[src/rtl/capture_controller.sv]
// capture_controller
//   Acquisition sequencer for the logic-analyser display. Samples CHANNELS
//   probe inputs at a programmable rate into per-channel DATA_SIZE-bit shift
//   buffers. An arm / pre-trigger / wait-trigger / post-trigger / hold state
//   machine controls the capture. A finished capture is copied to data_out
//   only at frame_end, so the display never shows a torn frame.
//
//   Ports
//     clk        system clock
//     rst_n      synchronous reset, active low
//     sample_in  probe levels, already synchronised to clk
//     prescale   sample period minus one, in clk cycles
//     trig_ch    trigger source channel
//     trig_rise  1 = rising-edge trigger, 0 = falling-edge trigger
//     single     1 = stop after one capture, 0 = re-arm automatically
//     arm        start pulse; only acted on in IDLE
//     stop       abort pulse; acted on in every state
//     frame_end  one-cycle pulse at the start of vertical blanking
//     data_out   committed capture, channel c = [c*DATA_SIZE +: DATA_SIZE]
//     data_valid sticky flag, set at the first commit
//     state      0 IDLE, 1 PRETRIG, 2 WAIT_TRIG, 3 POSTTRIG, 4 HOLD

// Per-channel sample buffer. New samples enter at the MSB, so after a full
// capture index 0 holds the oldest sample.
module capture_channel #(
    parameter int DATA_SIZE = 256
) (
    input  logic                 clk,
    input  logic                 rst_n,
    input  logic                 shift,
    input  logic                 sample,
    output logic [DATA_SIZE-1:0] shreg
);
    always_ff @(posedge clk) begin
        if (!rst_n)
            shreg <= '0;
        else if (shift)
            shreg <= {sample, shreg[DATA_SIZE-1:1]};
    end
endmodule

module capture_controller #(
    parameter int CHANNELS   = 4,
    parameter int DATA_SIZE  = 256,
    parameter int PRE_TRIG   = 64,
    parameter int PRESCALE_W = 16,
    localparam int TRIG_W    = (CHANNELS > 1) ? $clog2(CHANNELS) : 1
) (
    input  logic                          clk,
    input  logic                          rst_n,
    input  logic [CHANNELS-1:0]           sample_in,
    input  logic [PRESCALE_W-1:0]         prescale,
    input  logic [TRIG_W-1:0]             trig_ch,
    input  logic                          trig_rise,
    input  logic                          single,
    input  logic                          arm,
    input  logic                          stop,
    input  logic                          frame_end,
    output logic [CHANNELS*DATA_SIZE-1:0] data_out,
    output logic                          data_valid,
    output logic [2:0]                    state
);
    localparam int CNT_W = $clog2(DATA_SIZE + 1);
    localparam logic [CNT_W-1:0] PRE_CNT  = CNT_W'(PRE_TRIG);
    localparam logic [CNT_W-1:0] POST_CNT = CNT_W'(DATA_SIZE - PRE_TRIG);

    typedef enum logic [2:0] {
        S_IDLE     = 3'd0,
        S_PRETRIG  = 3'd1,
        S_WAITTRIG = 3'd2,
        S_POSTTRIG = 3'd3,
        S_HOLD     = 3'd4
    } state_t;

    state_t                             state_q, state_d;
    logic   [PRESCALE_W-1:0]            div_cnt, div_d;
    logic   [CNT_W-1:0]                 smp_cnt, smp_d, smp_inc;
    logic                               running, tick, shift_en, commit;
    logic                               trig_cur, trig_prev, trig_hit;
    logic   [CHANNELS-1:0][DATA_SIZE-1:0] shreg;

    assign state = state_q;

    for (genvar c = 0; c < CHANNELS; c++) begin : g_ch
        capture_channel #(.DATA_SIZE(DATA_SIZE)) u_ch (
            .clk   (clk),
            .rst_n (rst_n),
            .shift (shift_en),
            .sample(sample_in[c]),
            .shreg (shreg[c])
        );
    end

    // The newest stored sample of the trigger channel is the "previous" level
    // for edge detection, so no separate history register is needed.
    assign trig_cur  = sample_in[trig_ch];
    assign trig_prev = shreg[trig_ch][DATA_SIZE-1];
    assign trig_hit  = trig_rise ? (trig_cur & ~trig_prev) : (~trig_cur & trig_prev);
    assign smp_inc   = smp_cnt + CNT_W'(1);

    always_ff @(posedge clk) begin
        if (!rst_n) begin
            state_q    <= S_IDLE;
            div_cnt    <= '0;
            smp_cnt    <= '0;
            data_out   <= '0;
            data_valid <= 1'b0;
        end else begin
            state_q <= state_d;
            div_cnt <= div_d;
            smp_cnt <= smp_d;
            if (commit) begin
                data_out   <= shreg;
                data_valid <= 1'b1;
            end
        end
    end

    always_comb begin
        state_d  = state_q;
        div_d    = div_cnt;
        smp_d    = smp_cnt;
        commit   = 1'b0;
        running  = (state_q == S_PRETRIG) || (state_q == S_WAITTRIG) ||
                   (state_q == S_POSTTRIG);
        // >= keeps the divider from running away if prescale drops mid-count.
        tick     = running && (div_cnt >= prescale);
        shift_en = tick && !stop;

        if (running)
            div_d = tick ? '0 : div_cnt + PRESCALE_W'(1);

        case (state_q)
            S_IDLE: begin
                if (arm) begin
                    state_d = S_PRETRIG;
                    div_d   = '0;
                    smp_d   = '0;
                end
            end
            S_PRETRIG: begin
                if (tick) begin
                    smp_d = smp_inc;
                    if (smp_inc == PRE_CNT)
                        state_d = S_WAITTRIG;
                end
            end
            S_WAITTRIG: begin
                // The trigger sample itself is post-sample number 1.
                if (tick && trig_hit) begin
                    state_d = S_POSTTRIG;
                    smp_d   = CNT_W'(1);
                end
            end
            S_POSTTRIG: begin
                if (tick) begin
                    smp_d = smp_inc;
                    if (smp_inc == POST_CNT)
                        state_d = S_HOLD;
                end
            end
            S_HOLD: begin
                if (frame_end) begin
                    commit  = 1'b1;
                    state_d = single ? S_IDLE : S_PRETRIG;
                    div_d   = '0;
                    smp_d   = '0;
                end
            end
            default: state_d = S_IDLE;
        endcase

        // Abort overrides everything, including a commit in the same cycle.
        if (stop) begin
            state_d = S_IDLE;
            commit  = 1'b0;
        end
    end
endmodule

[config.mk]
export PLATFORM = sky130hd
export DESIGN_NAME = capture_controller
export DESIGN_NICKNAME = d
export VERILOG_FILES = /design/src/rtl/capture_controller.sv
export SDC_FILE = /design/constraint.sdc
export NUM_CORES = 2
export LEC_CHECK = 0
export ABC_AREA = 1
export CAP_MARGIN = 20
export CORE_AREA = 2 2 411 413
export DETAILED_ROUTE_END_ITERATION = 6
export DIE_AREA = 0 0 413 415
export PLACE_DENSITY = 0.66
export RECOVER_POWER = 50
export SLEW_MARGIN = 20
export SYNTH_ARGS = -nofsm -noshare
export SYNTH_HDL_FRONTEND = slang
export SYNTH_SLANG_ARGS = --single-unit
[constraint.sdc]
create_clock -name clk -period 4.5 [get_ports clk]
set_input_delay 0.675 -clock clk [delete_from_list [all_inputs] [get_ports clk]]
set_output_delay 0.675 -clock clk [all_outputs]
set_load 0.05 [all_outputs]
### Yosys cells after proc, flatten, opt, wreduce, memory -nomap -nowiden

Index checks and enable logic that the tools add are counted.

| storage, ports and cells | value |
|---|---|
| output and inout bits | 1028 |
| input port bits | 29 |
| flip-flop bits (word level) | 2077 |

| operators by class | value |
|---|---|
| equal/unequal tests | 14 |
| magnitude comparators | 2 |
| reductions and logical operators | 12 |
| multiplexer cells | 27 |
| bitwise operators | 5 |
| $add $sub $neg | 2 |

Operators by type and width:

| operator | number |
|---|---|
| $bmux 256 s2 | 1 |
| $mux 256 | 1 |
| $mux 16 | 4 |
| $mux 9 | 4 |
| $pmux 9 s4 | 1 |
| $pmux 16 s2 | 1 |
| $mux 3 | 7 |
| $add 16x1->16 const B | 1 |
| $ge 16x16->1 | 1 |
| $pmux 3 s5 | 1 |
| $add 9x1->9 const B | 1 |
| $eq 9x7->1 const B | 1 |
| $eq 9x8->1 const B | 1 |
| $ne 2x1->1 const B | 4 |
| $ne 2x2->1 const B | 4 |
| $reduce_and 7->1 | 1 |
| $eq 3x2->1 const B | 2 |
| $mux 1 | 6 |
| $reduce_and 5->1 | 1 |
| $reduce_bool 4->1 | 1 |
| $reduce_or 2->1 | 2 |
| $eq 3x1->1 const B | 1 |
| $eq 3x3->1 const B | 1 |
| $logic_and 1x1->1 | 3 |
| other kinds (7) | 11 |

### Longest topological paths before layout

| depth | value |
|---|---|
| depth in word-level cells | 8 |
| gate-level depth with buffers | 19 |
| gate-level depth less buffers | 17 |

### Cells and area by module

A second synthesis with hierarchy kept.

| unflattened totals | value |
|---|---|
| cells, all modules | 11276 |
| area total of the unflattened synthesis | 81071.5 sq um |

By module, submodules not included:

| module | sequential area each (sq um) | area each (sq um) | cells each | times used |
|---|---|---|---|---|
| capture_channel | 5124.9 | 10661.5 | 1621 | 4 |
| capture_controller | 21080.2 | 38425.6 | 4792 | 1 |

### Worst setup path before layout

OpenSTA, ideal clock, no wires.

| timing path | value |
|---|---|
| path kind | input to register |
| start | input port prescale[11] |
| end | register g_ch[2].u_ch.shreg[254] |
| required time | 4384 ps |
| cell stages on the path | 16 |
| buffers on the path | 4 |
| data arrival time | 2397 ps |
| slack | 1987 ps |
| cells stage by stage | inv_1 -> ha_1 -> nand2_1 -> inv_2 -> nand3_1 -> nor3_2 -> nand2_1 -> nand3_2 -> nand2_2 -> or2_1 -> buf_2 -> buf_6 -> buf_6 -> buf_6 -> o21ai_1 -> a21oi_1 |

| on the way | value |
|---|---|
| longest elaborated chain between the ends | 3 |

RTL lines:

| element | RTL line | source |
|---|---|---|
| start, declared | 52 | `input logic [PRESCALE_W-1:0] prescale,` |
| $ge 16x16->1 | 127 | `tick = running && (div_cnt >= prescale);` |
| $logic_and 1x1->1 | 127 |  |
| $logic_and 1x1->1 | 128 | `shift_en = tick && !stop;` |
| end signal, assigned | 38 | `shreg <= {sample, shreg[DATA_SIZE-1:1]};` |
| end, declared | 32 | `output logic [DATA_SIZE-1:0] shreg` |

No other way between the ends.
A chain may end at the register's enable or synchronous reset.

### Final worst setup path

| timing path | value |
|---|---|
| start | input port prescale[0] |
| end | register g_ch[2].u_ch.shreg[134] |

Same word-level chain as after synthesis.

==> summary.md <==
| Metric | Value |
|---|---|
| Status | `finished with violations` |
| Failing checks | `capacitance limit, slew limit` |
| IO Port Bufs | `1,056` |
| Gp weighted congestion | `0.8681` |
| Worst-Skew Late Latency | `0.87 ns` |
| Yosys Warn Count | `0` |
| Syn_nets | `8,244` |
| Top cells by count, synth | `2,077 x dfxtp_1, 2,061 x a21oi_1, 1,354 x o21ai_0` |
| Synth Cell Area | `just over 70,000 um^2` |
| Critical Path Fanout Max | `between 60 and 70` |
| Netlist cell types | `34` |
| Final hold violations | `0` |
| Final setup violation count | `0` |
| Fin crit share | `0.7802` |
| Via count | `57,240` |
| Area Overhead vs Synth | `23.77%` |
| Total GRT Usage | `0.2222` |
| HP Class | `input port to flop` |
| Initial drt markers | `4,362` |
| Post-synthesis area per instance | `8.752 um^2` |
| Hold_buf cts | `0` |
| Nets | `between 8,000 and 9,000` |
| Slowest cell on the critical path | `clkdlybuf4s50_1` |
| Sink Count | `2,077` |
| Crit path cell chain | `clkdlybuf4s50_1, ha_1, nand3_1, nor3_1, nand2_1, nand3_1, nand2_1, or2_4, buf_12, clkbuf_2, o21ai_0, a21oi_1` |
| Element type at the critical path end | `flop` |
| Pwr dens | `around 400 nW/um^2` |
| Largest net degree at the start of global routing | `262` |
| Count leader, synth | `dfxtp_1` |
| H-Tree Level Count | `4` |
| Vias in the first global route | `between 50,000 and 60,000` |
| CTS tree | `done` |
| Top Ports | `1,057` |
| Initial antenna violation count | `14` |
| Peak VDD IR | `0.4099 mV` |
| Number of routed nets with antenna violations | `0` |
| Starting Density | `0.4304` |
| Max incr delay on CP | `0.66 ns` |
| Maxcap violations | `6` |
| Num CTS Buffers | `204` |
| Total Die Area | `171,400 um^2` |
| Dominant cells by area after synthesis | `dfxtp_1 58%, a21oi_1 14%, o21ai_0 9.4%, inv_1 5.7%, o21ai_1 4.9%` |
| Critical path arrival | `4.21 ns` |
| Via density | `5.086` |
| Worst-Margin Slew | `1.762 ns` |
| Cells after Synth | `8,196` |
| Flops & latches, synth | `2,077` |
| Tot Pwr | `~36 mW` |
| Critical path launch point type | `input port` |
| Post-synth EDFFs | `0` |
| RSZ-0062 raised after global routing | `false` |
| Clk pin slew, worst setup/hold paths | `around 0.060 ns` |
| Die H | `415 um` |
| Row Count | `150` |
| Chip Width | `413 um` |
| Dominant synthesized flop cell | `dfxtp_1` |
| Max_slew headroom | `-0.1744` |
| Root Driver | `clkbuf_16` |
| Critical path class | `input port to flop` |
| Gr ovfl total | `0` |
| Core Area | `~170,000 um^2` |
| DP HPWL | `135,900 um` |
| Setup TNS | `0 ns` |
| Slew Viols, Final | `770` |
| Clock Tree Buf Depth | `3` |
| Setup bufs post-CTS | `0` |
| Post-CTS resize count | `0` |
| Global-route wire length before repair | `302,900 um` |
| Initial DRT Pass Iterations | `5` |
| Max frequency | `approximately 280 MHz` |
| Residual DRC | `0` |
| Fraction of registers with async set/reset | `0` |
| Final Critical Period | `3.511 ns` |
| Share of the synthesized area in the top cell type | `0.5797` |
| Layout cells sized above 1 | `0.04524` |
| Static leakage | `32.05 nW` |
| Post-Route WL | `199,400 um` |
| Required @ worst endpoint | `5.20 ns` |
| Average wire per standard cell | `roughly 18 um` |
| Synth area leader | `dfxtp_1` |
| Sequential cell area fraction in the yosys report | `0.5797` |
| Final clock skew | `0.04284 ns` |
-- per-stage QoR --
| step | util | hold WS [ns] | instance area (um^2) | std cells | setup WS [ns] |
|---|---|---|---|---|---|
| finish | 0.5327 | 0.3535 | 88780 | 11260 | 0.9893 |
| global route | 0.5327 | 0.3259 | 88770 | 11250 | 0.6838 |
| CTS | 0.5342 | 0.2824 | 89040 | 11240 | 1.359 |
| detailed placement | 0.4931 | 0.4483 | 82190 | 10880 | 0.6817 |
| global placement | 0.4931 | 0.4450 | 82190 | 10880 | 0.6458 |
| floorplan | - | 0.4297 | 71730 | 8196 | 1.987 |
-- metal layers --
layer / GRT usage / part of all wire
met2: 0.3553 / 0.46
met4: 0.1050 / 0.046
met1: 0.2710 / 0.42
met3: 0.06953 / 0.076
met5: 0 / 0.000035
-- sequential cells by signal (all words and copies together) (netlist names) --
register / flops
data_out: 1024
data_valid: 1
div_cnt: 16
g_ch.u_ch.shreg: 1024
smp_cnt: 9
state: 3
-- cell usage in the layout (no fill, tap or decap), types with 2 or more instances in the layout --
cell type	synthesis	final
a21oi_1	2061	2061
buf_12	0	35
buf_4	1	28
bufinv_16	0	9
clkbuf_1	319	74
clkbuf_16	0	204
clkbuf_2	1	12
clkbuf_4	0	4
clkbuf_8	0	53
clkdlybuf4s50_1	0	944
clkinv_16	0	7
clkinv_2	0	33
clkinv_4	0	2
clkinv_8	0	4
clkinvlp_4	0	5
dfxtp_1	2077	2077
diode_2	0	11
dlygate4sd3_1	0	111
ha_1	19	19
inv_1	1086	1087
inv_16	0	3
inv_6	0	2
nand2_1	91	92
nand3_1	24	25
nand4_1	11	11
nor2_1	48	50
nor3_1	5	9
o211ai_1	2	2
o21ai_0	1354	1600
o21ai_1	700	454
or2_2	2	2
xnor2_1	3	3
xor2_1	7	7
-- kinds of logic after synthesis --
| kind of cell | after synthesis | synth area share |
|---|---|---|
| compound gates | 4122 | 0.2878 |
| simple gates | 193 | 0.01188 |
| flops | 2077 | 0.5797 |
| xor+xnor | 10 | 0.001221 |
| fa+ha+maj | 19 | 0.003314 |
| buf+inv | 1775 | 0.1161 |
-- worst max-delay path: cells and delay by family --
family          cells  cell delay (ns)
buf+inv             3             1.53
simple gates        6             0.99
compound gates      2             0.54
fa+ha+maj           1             0.42
-- power by group --
group | switching, mW | total, mW | internal [mW]
combinational | 0.541 | 0.775 | 0.234
sequential | 0.0255 | 18.4 | 18.4
clock | 7.36 | 17.2 | 9.80
total | 7.92 | 36.4 | 28.4
-- final cells by class --
class                   count  area (um^2)
fillers                 15210        77880
flip-flops and latches   2077        41580
multi-input cells        4344        21790
repair buffers           1164        11690
clock buffers             303         6007
inverters                1087         4080
well taps                2204         2758
clock inverters            65        843.3
diodes                     11        27.53
-- final timing paths --
path | slack (ns) | cells after the start | end | startpoint
max | 0.99 | 12 | g_ch[2].u_ch.shreg[134]$_SDFFE_PN0P_ | prescale[0]
max reg2reg | 1.09 | 13 | g_ch[2].u_ch.shreg[134]$_SDFFE_PN0P_ | div_cnt[11]$_SDFF_PN0_
min | 0.35 | 3 | data_out[797]$_SDFFE_PN0P_ | rst_n
min reg2reg | 0.44 | 2 | data_out[552]$_SDFFE_PN0P_ | g_ch[2].u_ch.shreg[40]$_SDFFE_PN0P_
(Power assumes the default switching activity.)
